File: src/rtl/inst_mem.sv
// -----------------------------------------------------------------------------
// inst_mem -- loadable instruction memory for the CPU fetch path.
//
// After reset the block walks every implemented word and writes a NOP (zero),
// then accepts a program through the load port, then serves fetches through a
// valid/ready handshake with a single registered response stage.
//
// Parameters
//   ADDR_W  word-address width of the fetch and load ports
//   DATA_W  instruction width
//   DEPTH   number of implemented words (1 .. 2**ADDR_W)
//
// Ports
//   clk, rst              clock, synchronous active-high reset
//   load_en/addr/data     program write port (honoured only while load_ready)
//   load_done             one-cycle pulse that ends loading
//   load_ready            high in the LOAD state
//   run                   high in the RUN state
//   fetch_valid/addr      fetch request; fetch_ready accepts it
//   inst_valid/inst/err   registered response; inst_ready retires it
// -----------------------------------------------------------------------------
module inst_mem #(
  parameter int ADDR_W = 5,
  parameter int DATA_W = 32,
  parameter int DEPTH  = 32
) (
  input  logic              clk,
  input  logic              rst,
  input  logic              load_en,
  input  logic [ADDR_W-1:0] load_addr,
  input  logic [DATA_W-1:0] load_data,
  input  logic              load_done,
  output logic              load_ready,
  output logic              run,
  input  logic              fetch_valid,
  input  logic [ADDR_W-1:0] fetch_addr,
  output logic              fetch_ready,
  output logic              inst_valid,
  output logic [DATA_W-1:0] inst,
  output logic              inst_err,
  input  logic              inst_ready
);

  typedef enum logic [1:0] {
    S_CLEAR = 2'd0,
    S_LOAD  = 2'd1,
    S_RUN   = 2'd2
  } state_t;

  // One extra bit so DEPTH == 2**ADDR_W is representable in the range compare.
  localparam logic [ADDR_W:0]   DEPTH_X  = (ADDR_W + 1)'(DEPTH);
  localparam logic [ADDR_W-1:0] LAST_IDX = ADDR_W'(DEPTH - 1);

  state_t            state_q, state_d;
  logic [ADDR_W-1:0] clr_cnt_q, clr_cnt_d;
  logic              inst_valid_q, inst_valid_d;
  logic              inst_err_q, inst_err_d;
  logic [DATA_W-1:0] inst_q;

  logic [DATA_W-1:0] mem [0:DEPTH-1];

  logic              wr_en;
  logic [ADDR_W-1:0] wr_addr;
  logic [DATA_W-1:0] wr_data;
  logic              fetch_in_range;
  logic              load_in_range;
  logic              accept;

  assign fetch_in_range = {1'b0, fetch_addr} < DEPTH_X;
  assign load_in_range  = {1'b0, load_addr} < DEPTH_X;

  // ---------------------------------------------------------------------------
  // State register
  // ---------------------------------------------------------------------------
  always_ff @(posedge clk) begin
    if (rst) begin
      state_q   <= S_CLEAR;
      clr_cnt_q <= '0;
    end else begin
      state_q   <= state_d;
      clr_cnt_q <= clr_cnt_d;
    end
  end

  // ---------------------------------------------------------------------------
  // Next-state logic
  // ---------------------------------------------------------------------------
  always_comb begin
    state_d   = state_q;
    clr_cnt_d = clr_cnt_q;
    case (state_q)
      S_CLEAR: begin
        if (clr_cnt_q == LAST_IDX) begin
          state_d   = S_LOAD;
          clr_cnt_d = '0;
        end else begin
          clr_cnt_d = clr_cnt_q + 1'b1;
        end
      end
      S_LOAD: begin
        if (load_done) state_d = S_RUN;
      end
      S_RUN:   state_d = S_RUN;
      default: state_d = S_CLEAR;
    endcase
  end

  // ---------------------------------------------------------------------------
  // State outputs and the single memory write port (clear or program load)
  // ---------------------------------------------------------------------------
  always_comb begin
    load_ready = 1'b0;
    run        = 1'b0;
    wr_en      = 1'b0;
    wr_addr    = clr_cnt_q;
    wr_data    = '0;
    case (state_q)
      S_CLEAR: wr_en = 1'b1;
      S_LOAD: begin
        load_ready = 1'b1;
        // A write coinciding with load_done still lands before RUN.
        wr_en      = load_en && load_in_range;
        wr_addr    = load_addr;
        wr_data    = load_data;
      end
      S_RUN:   run = 1'b1;
      default: ;
    endcase
  end

  always_ff @(posedge clk) begin
    if (wr_en && !rst) mem[wr_addr] <= wr_data;
  end

  // ---------------------------------------------------------------------------
  // Fetch handshake and registered response
  // ---------------------------------------------------------------------------
  // The response stage may take a new request when empty or being drained.
  assign fetch_ready = run && (!inst_valid_q || inst_ready);
  assign accept      = fetch_valid && fetch_ready;

  always_comb begin
    inst_valid_d = inst_valid_q;
    inst_err_d   = inst_err_q;
    if (accept) begin
      inst_valid_d = 1'b1;
      inst_err_d   = !fetch_in_range;
    end else if (inst_valid_q && inst_ready) begin
      inst_valid_d = 1'b0;
    end
  end

  always_ff @(posedge clk) begin
    if (rst) begin
      inst_valid_q <= 1'b0;
      inst_err_q   <= 1'b0;
    end else begin
      inst_valid_q <= inst_valid_d;
      inst_err_q   <= inst_err_d;
    end
  end

  // Registered read; out-of-range requests never index the array and load NOP.
  always_ff @(posedge clk) begin
    if (rst) begin
      inst_q <= '0;
    end else if (accept) begin
      inst_q <= fetch_in_range ? mem[fetch_addr] : '0;
    end
  end

  assign inst_valid = inst_valid_q;
  assign inst_err   = inst_err_q;
  assign inst       = inst_q;

endmodule
File: config.mk
export PLATFORM = sky130hd
export DESIGN_NAME = inst_mem
export DESIGN_NICKNAME = d
export VERILOG_FILES = /design/src/rtl/inst_mem.sv
export SDC_FILE = /design/constraint.sdc
export NUM_CORES = 1
export LEC_CHECK = 0
export CAP_MARGIN = 10
export CORE_MARGIN = 3
export CORE_UTILIZATION = 58
export DETAILED_ROUTE_END_ITERATION = 8
export PLACE_DENSITY = 0.77
export SETUP_SLACK_MARGIN = 0.15
export SKIP_CTS_REPAIR_TIMING = 1
export SLEW_MARGIN = 20
export SYNTH_ARGS = -nofsm -noshare
export SYNTH_HDL_FRONTEND = slang
export SYNTH_SLANG_ARGS = --single-unit
File: constraint.sdc
create_clock -name clk -period 3.5 [get_ports clk]
set_input_delay 0.7 -clock clk [delete_from_list [all_inputs] [get_ports clk]]
set_output_delay 0.7 -clock clk [all_outputs]
set_load 0.03 [all_outputs]
==> metrics.txt <==
hold wc startpoint=clr_cnt_q[2]$_SDFFE_PP0N_; via count=23071; fin crit share=82.8%; Max Clk Rate=0.345 GHz; Switching Fraction=20.9%; maximum level of the CTS H-tree=3; Clock Tree Buf Depth=3; VDD IR max=0.429 mV; CP arrival=3240 ps; Yosys reg bits=1064; R2R Path Start=state_q[1]$_SDFFE_PP0P_; Post-Syn Area per Cell=17.8 um2; Psw=5.50 mW; Crit. End Element=flop; Fill cells=4366; crit path buf inv count=2; Ys Warns=0; hold_ws=519 ps; Core Box Area=0.0706 mm2; Gate Count Post-Synth=2347; root buf cell=clkbuf_16; Die Span X=274 um; Combinational Power Share=5.3%; Post-Route WL=103000 um; R2R depth=6; first-pass GRT wire length=152000 um; WL/cell=29.0 um; most frequent cell after synthesis=edfxtp_1; CTS clk-pin slew, worst paths=60 ps; Worst path slowest cell=ha_2; top cells by area, synth=edfxtp_1 (74%), mux2i_1 (12%), a22oi_1 (4.6%); final RePlAce weighted congestion=0.822; Slew headroom=24.2%; Die ar.=0.0753 mm2; Fin. Hold Viols=0; Crit path max-delay family=simple AND/OR/NAND/NOR gates; max cap viols=0; Initial Util=59.1%; RSZ-0062 raised after global routing=false; Syn Nets=2402; pwr dens=548 mW/mm2; crit path time final=2900 ps; CTS Buf Count=102; Overflow after GRT=0; slew at the pin with the worst max-slew slack=1140 ps; Seq/Total Area, Yosys=75.5%; Worst Setup Start Kind=flop; FF-to-FF setup slack=600 ps; diodes inserted=0; area leader, netlist=edfxtp_1; synthesized area=0.0418 mm2; Core Rows=97; sequential share of power=53.2%; Synth Flop Type=edfxtp_1; Final nets=2581; Clock power frac=41.5%; router iterations before antenna repair=7; CP Data Required Time=3840 ps; r2r endpoint=mem[16][30]$_DFFE_PP_; initial antenna violation count=1; I/O pins=85; Worst Hold End=clr_cnt_q[2]$_SDFFE_PP0N_; post-synthesis mux area share=12.4%; internal power=20.9 mW; Setup violations, final=0; number of global-route vias before repair=23621; largest family of logic cells by synthesized area=multiplexers; adder-cell share of the synthesized area=0.210%; TritonCTS clock tree=done; XOR/XNOR share of the synthesized area=0%; skew final=23.4 ps; CP Max Fanout=26; Synth top area share=73.6%; FFs w/ async S/R, synth=0%; max-slew violations=0; Hold Path Class=reg2reg; DRC=0; largest net degree at the start of global routing=77; DR iter-0 viols=2759; layout cell share with drive strength beyond 1=14.3%; TritonCTS Sinks=1064; post-synth cell types=34; DP HPWL=57300 um; critical path type=reg2reg; Vias/cell=6.49; setup TNS=0 ps; Total GRT Usage=27.8%; simple-gate share of the synthesized area=2.15%; crit path cell chain=inv_1, ha_2, mux2i_1, nand2_1, nor2_4, buf_4; Final ANT Viol Nets=0; Post-synth EDFFs=1024; PortBufs=83; Synth Area in Compound Gates=7.32%; most frequent cells after synthesis=edfxtp_1 (1024), mux2i_1 (518), a22oi_1 (256); clock latency on the worst-skew pair=660 ps; Layout Area Growth over Synthesis=15.2%; max incr delay on CP=490 ps; Worst Hold Depth=2; outcome=finished clean; die extent in y=274 um; P_leak=17.9 nW
-- worst reg2reg max path: cells and delay by family (launching register included) --
| kind | cells | cell delay (ps) |
|---|---|---|
| and+or+nand+nor | 2 | 820 |
| adders and majority gates | 1 | 490 |
| muxes | 1 | 490 |
| buffers and inverters | 2 | 460 |
| DFF | 1 | 320 |
-- metal layers --
| layer | wire length (um) | up-vias | GRT usage [%] |
|---|---|---|---|
| li1 | - | 9772 | - |
| met2 | 48500 | 1401 | 43.7 |
| met1 | 40000 | 11643 | 39.3 |
| met4 | 3500 | 0 | 9.95 |
| met5 | 0 | - | 0 |
| met3 | 11000 | 255 | 5.36 |
-- power by group through the flow --
stage,Clock (mW),Sequential (mW),Combinational (mW)
6_report,10.9,14.0,1.39
5_1_grt,11.6,14.0,1.46
4_1_cts,11.0,14.0,1.37
3_5_place_dp,0,14.3,1.36
3_3_place_gp,0,14.3,1.33
2_1_floorplan,0,14.3,0.860
-- placed cells by master (no fill, tap or decap), types with 2 or more instances in the layout --
cell	instances
nand2_1	14
clkinv_2	27
mux2i_1	518
o21ai_1	2
nand2b_1	2
clkdlybuf4s50_1	81
nor3b_1	2
clkinv_1	10
and2_1	32
nand2b_2	2
inv_6	4
buf_4	88
clkinv_8	2
clkbuf_16	103
a211oi_2	32
nor2_4	33
a21oi_1	132
edfxtp_1	1024
nor2_1	40
clkbuf_1	23
clkbuf_8	9
bufinv_16	10
ha_1	6
o32ai_1	5
or4_1	32
o21ai_0	3
a22oi_1	256
buf_8	2
dfxtp_1	40
and3_1	3
nor2b_4	2
inv_1	8
buf_12	48
-- cells by family after synthesis --
group / Yosys count
flip-flops: 1064
multiplexers: 519
AO/OA/AOI/OAI: 431
AND/OR/NAND/NOR: 172
buffers and inverters: 153
adder cells (fa/ha/maj): 7
other: 1
-- state kept, by name (all words and copies together), names as in the netlist --
register    count
clr_cnt_q       5
mem          1024
inst           32
state_q         2
inst_valid      1
-- metrics by stage --
stage	power (mW)	area [um2]	instances	util (%)	worst slack (ps)
final	26.4	48100	3553	68.1	600
after detailed placement	15.7	44700	3361	63.3	369
after CTS	26.5	48100	3552	68.1	605
after floorplan	15.2	41800	2347	-	342
after global routing	27.1	48100	3553	68.1	454
after global placement	15.6	44700	3361	63.3	381
-- cell type report --
cell class	instances	area (um2)	share of cell area [%]
Sequential cell	1064	31600	65.6
Multi-Input combinational cell	1130	9530	19.8
Clock buffer	135	2790	5.79
Timing Repair Buffer	220	2470	5.13
Tap cell	940	1180	2.44
Clock inverter	56	568	1.18
Inverter	8	30.0	0.0624
-- worst max path at each step --
stage,startpoint,end,slack [ps],cells past startpoint
final,state_q[1]$_SDFFE_PP0P_,mem[16][30]$_DFFE_PP_,600,6
after global routing,state_q[1]$_SDFFE_PP0P_,mem[3][0]$_DFFE_PP_,450,6
after CTS,state_q[1]$_SDFFE_PP0P_,mem[3][0]$_DFFE_PP_,600,6
after detailed placement,fetch_addr[2],inst[28]$_SDFFE_PP0P_,370,7
after global placement,fetch_addr[2],inst[30]$_SDFFE_PP0P_,380,7
after floorplan,state_q[1]$_SDFFE_PP0P_,mem[16][0]$_DFFE_PP_,340,6
(Power assumes the default switching activity.)
